===== config.mk =====
export PLATFORM = sky130hd
export DESIGN_NAME = tpiu_frame_demux
export DESIGN_NICKNAME = d
export VERILOG_FILES = /design/src/rtl/tpiu_frame_demux.sv
export SDC_FILE = /design/constraint.sdc
export NUM_CORES = 1
export LEC_CHECK = 0
export ABC_AREA = 1
export BUFFER_PORTS_ARGS = -buffer_cell sky130_fd_sc_hd__buf_2
export CAP_MARGIN = 10
export CORE_MARGIN = 2
export CORE_UTILIZATION = 40
export CTS_BUF_LIST = sky130_fd_sc_hd__clkbuf_4 sky130_fd_sc_hd__clkbuf_8 sky130_fd_sc_hd__clkbuf_16
export DETAILED_ROUTE_END_ITERATION = 10
export PLACE_DENSITY_LB_ADDON = 0.1
export SETUP_SLACK_MARGIN = 0.05
export SLEW_MARGIN = 20
export SYNTH_ARGS = -nofsm -noshare
export SYNTH_HDL_FRONTEND = slang
export SYNTH_SLANG_ARGS = --single-unit

===== constraint.sdc =====
create_clock -name traceClkin -period 30 [get_ports traceClkin]
set_input_delay 6 -clock traceClkin [delete_from_list [all_inputs] [get_ports traceClkin]]
set_output_delay 6 -clock traceClkin [all_outputs]
set_load 0.05 [all_outputs]

===== src/rtl/tpiu_frame_demux.sv =====
// TPIU formatter frame demultiplexer.
// Turns 16-byte trace frames into (stream ID, byte) pairs.
module tpiu_frame_demux #(
  parameter bit DROP_NULL_ID = 1'b1
) (
  input  logic         traceClkin,
  input  logic         rst,
  input  logic         FrAvail,
  input  logic [127:0] Frame,
  output logic         dataValid,
  input  logic         dataReady,
  output logic [7:0]   dataByte,
  output logic [6:0]   dataId,
  output logic         busy,
  output logic         overflow,
  output logic [7:0]   lostFrames
);

  localparam logic [0:0] S_IDLE = 1'b0;
  localparam logic [0:0] S_RUN  = 1'b1;

  logic [0:0]   state_q, state_d;
  logic         last_av_q, last_av_d;
  logic [127:0] work_q, work_d;
  logic [127:0] pend_q, pend_d;
  logic         pend_vld_q, pend_vld_d;
  logic [3:0]   idx_q, idx_d;
  logic [6:0]   cur_id_q, cur_id_d;
  logic         def_vld_q, def_vld_d;
  logic [6:0]   def_id_q, def_id_d;
  logic         dv_q, dv_d;
  logic [7:0]   db_q, db_d;
  logic [6:0]   did_q, did_d;
  logic         ovf_q, ovf_d;
  logic [7:0]   lost_q, lost_d;

  logic         new_frame;
  logic         running;
  logic [127:0] shifted;
  logic [7:0]   slot_byte;
  logic [7:0]   aux_byte;
  logic         aux;
  logic         is_idc;
  logic [7:0]   slot_data;
  logic         null_drop;
  logic         emit;
  logic         advance;
  logic         last;
  logic         work_free;

  // Slot decode, handshake, buffering and ID tracking.
  always_comb begin
    state_d    = state_q;
    last_av_d  = FrAvail;
    work_d     = work_q;
    pend_d     = pend_q;
    pend_vld_d = pend_vld_q;
    idx_d      = idx_q;
    cur_id_d   = cur_id_q;
    def_vld_d  = def_vld_q;
    def_id_d   = def_id_q;
    dv_d       = dv_q & ~dataReady;
    db_d       = db_q;
    did_d      = did_q;
    ovf_d      = 1'b0;
    lost_d     = lost_q;

    new_frame = FrAvail != last_av_q;
    running   = state_q == S_RUN;
    shifted   = work_q << {idx_q, 3'b000};
    slot_byte = shifted[127:120];
    aux_byte  = work_q[7:0];
    aux       = aux_byte[idx_q[3:1]];
    is_idc    = ~idx_q[0] & slot_byte[0];
    slot_data = idx_q[0] ? slot_byte
                         : {slot_byte[7:1], aux};
    null_drop = DROP_NULL_ID && (cur_id_q == 7'd0);
    emit      = running & ~is_idc & ~null_drop;
    advance   = running & (~emit | ~dv_q | dataReady);
    last      = advance & (idx_q == 4'd14);

    if (advance) begin
      idx_d = idx_q + 4'd1;
      if (emit) begin
        dv_d  = 1'b1;
        db_d  = slot_data;
        did_d = cur_id_q;
      end
      if (last && def_vld_q) begin
        cur_id_d  = def_id_q;
        def_vld_d = 1'b0;
      end
      if (is_idc) begin
        if (aux && !last) begin
          def_vld_d = 1'b1;
          def_id_d  = slot_byte[7:1];
        end else begin
          cur_id_d = slot_byte[7:1];
        end
      end else if (idx_q[0] && def_vld_q) begin
        cur_id_d  = def_id_q;
        def_vld_d = 1'b0;
      end
    end

    if (last) begin
      idx_d = 4'd0;
      if (pend_vld_q) begin
        work_d     = pend_q;
        pend_vld_d = 1'b0;
      end else begin
        state_d = S_IDLE;
      end
    end

    work_free = ~running | (last & ~pend_vld_q);

    if (new_frame) begin
      if (work_free) begin
        work_d  = Frame;
        idx_d   = 4'd0;
        state_d = S_RUN;
      end else if (!pend_vld_q || last) begin
        pend_d     = Frame;
        pend_vld_d = 1'b1;
      end else begin
        ovf_d = 1'b1;
        if (lost_q != 8'hFF) lost_d = lost_q + 8'd1;
      end
    end
  end

  // State registers with asynchronous active-high reset.
  always_ff @(posedge traceClkin or posedge rst) begin
    if (rst) begin
      state_q    <= S_IDLE;
      last_av_q  <= 1'b0;
      work_q     <= '0;
      pend_q     <= '0;
      pend_vld_q <= 1'b0;
      idx_q      <= '0;
      cur_id_q   <= '0;
      def_vld_q  <= 1'b0;
      def_id_q   <= '0;
      dv_q       <= 1'b0;
      db_q       <= '0;
      did_q      <= '0;
      ovf_q      <= 1'b0;
      lost_q     <= '0;
    end else begin
      state_q    <= state_d;
      last_av_q  <= last_av_d;
      work_q     <= work_d;
      pend_q     <= pend_d;
      pend_vld_q <= pend_vld_d;
      idx_q      <= idx_d;
      cur_id_q   <= cur_id_d;
      def_vld_q  <= def_vld_d;
      def_id_q   <= def_id_d;
      dv_q       <= dv_d;
      db_q       <= db_d;
      did_q      <= did_d;
      ovf_q      <= ovf_d;
      lost_q     <= lost_d;
    end
  end

  assign dataValid  = dv_q;
  assign dataByte   = db_q;
  assign dataId     = did_q;
  assign busy       = state_q == S_RUN;
  assign overflow   = ovf_q;
  assign lostFrames = lost_q;

endmodule


==> metrics.csv <==
stage;metric;value;unit
status;outcome;complete, but fails checks;
status;failing checks;DRC;
clock_network;Num CTS Buffers;36;
route;total number of vias;12280;
sta;Fin. Hold Viols;0;
die;Starting Density;40.62;%
cells_and_area;Nets;2034;
power;Leakage Power;0.008153;uW
route;Vias/cell;5.156;
global_route;vias in the first global route;11990;
global_route;M3 GR Usage;3.566;%
clock_network;CTS sink cnt;303;
worst_setup_path;CP Max Fanout;109;
sta;unrepaired setup endpoints after global routing;no;
die;die height;194.3;um
worst_setup_path;Startpoint Class;primary input;
place;RePlAce Congestion;0.7684;
synth;Netlist cell types;35;
synth;Post-synth EDFFs;0;
clock_network;# H-tree levels;2;
synth;top_reg_cell synth;dfrtp_1;
synth;Cells after Synth;1822;
synth;Syn Area/Cell;7.949;um2
worst_setup_path;kind of critical path;in2reg;
global_route;largest net degree at the start of global routing;174;
synth;Synth Cell Area;14480;um2
global_route;global-route wire length before repair;67.80;mm
die;row count;69;
power;PwrDens;111.0;nW/um2
clock_network;CTS tree;done;
cells_and_area;share of layout cells above drive strength 1;12.92;%
die;Die ar.;37740;um2
die;Core Box Area;35660;um2
clock_network;post-CTS resize count;0;
cells_and_area;post-route cell area;16500;um2
job;Max-Cap Viols;0;
place;Post-DP Area;15360;um2
clock_network;postcts setup bufs;0;
power;VDD IR-drop max;58.56;uV
global_route;GRT met1 Usage;33.95;%
clock_network;Clock Path Buffers;3;
global_route;Tot GR Track Use;22.41;%
die;Die X-Extent;194.3;um
clock_network;Worst-path clk slew;0.06;ns
clock_network;clk_lat worst skew;0.53;ns
clock_network;CTS Hold Bufs;0;
synth;Ys Warns;0;
route;DRC;11;
synth;area leader, netlist;dfrtp_1;
cells_and_area;Area growth syn-to-layout;13.95;%
min_path;Tightest Hold Check Type;reg2reg;
clock_network;Root Driver;clkbuf_16;
global_route;grt total ovfl;0;
cells_and_area;FF/Latch Area;7585;um2
route;DRT antenna net count;0;
place;Port Buf Inserts;157;
route;WL per Instance;17.59;um
cells_and_area;fillers;3629;
worst_setup_path;Req. time, crit path;30.36;ns
synth;Yosys reg bits;303;
route;Pre-antenna DRT Iters;8;
sta;period utilization;28.77;%
sta;Setup TNS;0;ns
global_route;global routing usage on met2;33.36;%
sta;Max Clk Rate;115.9;MHz
route;DRT iter0 DRCs;1061;
die;I/O Pins;158;
cells_and_area;fin util;46.29;%
sta;Slew @ Worst Pin;1.057;ns
synth;asr flop ratio synth;100.0;%
sta;Final Setup Violations;0;
synth;largest cells by area after synthesis;dfrtp_1, nand2_1, o21ai_0;
synth;sequential fraction of the synthesis area;52.35;%
cells_and_area;Multi-input gate area;5729;um2
sta;Clock Skew;0.01704;ns
sta;hold_ws;0.4651;ns
synth;Mapped Nets;1957;
sta;fin worst setup slack;21.37;ns
worst_setup_path;crit end category;flip-flop;
worst_setup_path;Arrival @ worst endpoint;8.99;ns
synth;Synth top area share;52.35;%
place;Detail Placement HPWL;26.16;mm
sta;Max Slew Vio Count;0;
cells_and_area;diode count;0;
route;total wire length;41.88;mm
sta;post-route minimum period;8.632;ns
sta;Worst slew margin;29.51;%
global_route;initial antenna violation count;0;
global_route;most used routing layer;met1;
place;Placement Setup Slack;20.52;ns
[final cells by class]
class	count	area share (%)
multi-input cells	1235	34.72
clock inverters	7	0.3108
flip-flops and latches	303	45.96
repair buffers	167	5.315
well taps	461	3.495
clock buffers	52	6.596
inverters	156	3.609
[state kept, by name, summed over array words and instances, names as in the netlist, 4 cells and up]
| register | cells |
|---|---|
| work_q | 128 |
| def_id_q | 7 |
| dataByte | 8 |
| idx_q | 4 |
| cur_id_q | 7 |
| dataId | 7 |
| lostFrames | 8 |
| pend_q | 128 |
[path summary, 6_finish.rpt]
check | startpoint | end | slack (ns) | cells after the start
max reg2reg | idx_q[0]$_DFF_PP0_ | work_q[70]$_DFF_PP0_ | 24.43 | 16
min reg2reg | dataId[1]$_DFFE_PP0P_ | dataId[1]$_DFFE_PP0P_ | 0.47 | 2
max in group asynchronous | rst | pend_q[13]$_DFFE_PP0P_ | 22.78 | 3
max | dataReady | work_q[70]$_DFF_PP0_ | 21.37 | 10
min in group asynchronous | rst | work_q[113]$_DFF_PP0_ | 5.68 | 2
min | dataId[1]$_DFFE_PP0P_ | dataId[1]$_DFFE_PP0P_ | 0.47 | 2
[kinds of logic after synthesis]
kind of cell	Yosys count	synth area share, %
XOR/XNOR	8	0.4838
adder cells (fa/ha/maj)	3	0.2592
AND/OR/NAND/NOR	746	20.95
AO/OA/AOI/OAI	478	17.66
buffers and inverters	284	8.294
flip-flops	303	52.35
[per-layer routing]
metal	wire length [um]	up-vias	share of wire, %
met5	0	-	0
met4	890	0	2.1
met3	2111	56	5.0
met2	18220	285	43
met1	20670	5836	49
li1	-	6099	-
[synth_stat cells, types with 4 or more instances]
master	count
a21oi_1	38
a221oi_1	4
a31oi_1	72
buf_1	6
buf_2	49
buf_4	9
buf_6	5
clkbuf_1	59
dfrtp_1	303
inv_1	154
nand2_1	518
nand3_1	101
nand4_1	5
nor2_1	105
o211ai_1	14
o21ai_0	241
o21ai_1	101
or2_2	4
xnor2_1	6
[metrics by stage]
step           instances  total power [uW]
2_1_floorplan       1822              1209
3_3_place_gp        2322              1400
3_5_place_dp        2322              1418
4_1_cts             2381              1850
5_1_grt             2381              1986
6_report            2381              1832
[cells in the final DEF (no fill, tap or decap), types with 2 or more instances in the layout]
cell type / netlist / routed
a211oi_1: 3 / 3
a21oi_1: 38 / 38
a221oi_1: 4 / 4
a31oi_1: 72 / 72
buf_2: 49 / 157
buf_4: 9 / 8
clkbuf_16: 0 / 37
clkbuf_4: 0 / 7
clkbuf_8: 0 / 8
clkinv_2: 0 / 2
clkinvlp_4: 0 / 2
dfrtp_1: 303 / 301
dfrtp_2: 0 / 2
ha_1: 3 / 3
inv_1: 154 / 152
inv_2: 1 / 2
inv_6: 0 / 3
nand2_1: 518 / 517
nand2_2: 3 / 2
nand2_4: 2 / 2
nand2_8: 0 / 2
nand3_1: 101 / 101
nand3_4: 2 / 2
nand4_1: 5 / 5
nor2_1: 105 / 105
nor3_1: 2 / 2
o211ai_1: 14 / 14
o21ai_0: 241 / 241
o21ai_1: 101 / 101
o22ai_1: 3 / 3
or2_2: 4 / 4
xnor2_1: 6 / 6
xor2_1: 2 / 2
[power by group]
group          leakage (uW)  internal [uW]  switching [uW]  total [uW]
logic               0.00380            220             482         702
clock network      0.000567            252             171         423
registers           0.00378            596             111         708
total               0.00815           1070             764        1830
[critical path, stage by stage]
cell,delay [ns]
buf_2,0.09
nor2_1,0.08
nand3_4,0.11
nand3_4,0.30
buf_4,0.44
nor2_8,0.80
buf_6,0.74
o21ai_0,0.17
nand2_1,0.08
o21ai_0,0.12
Power figures use the tool's default switching activity.
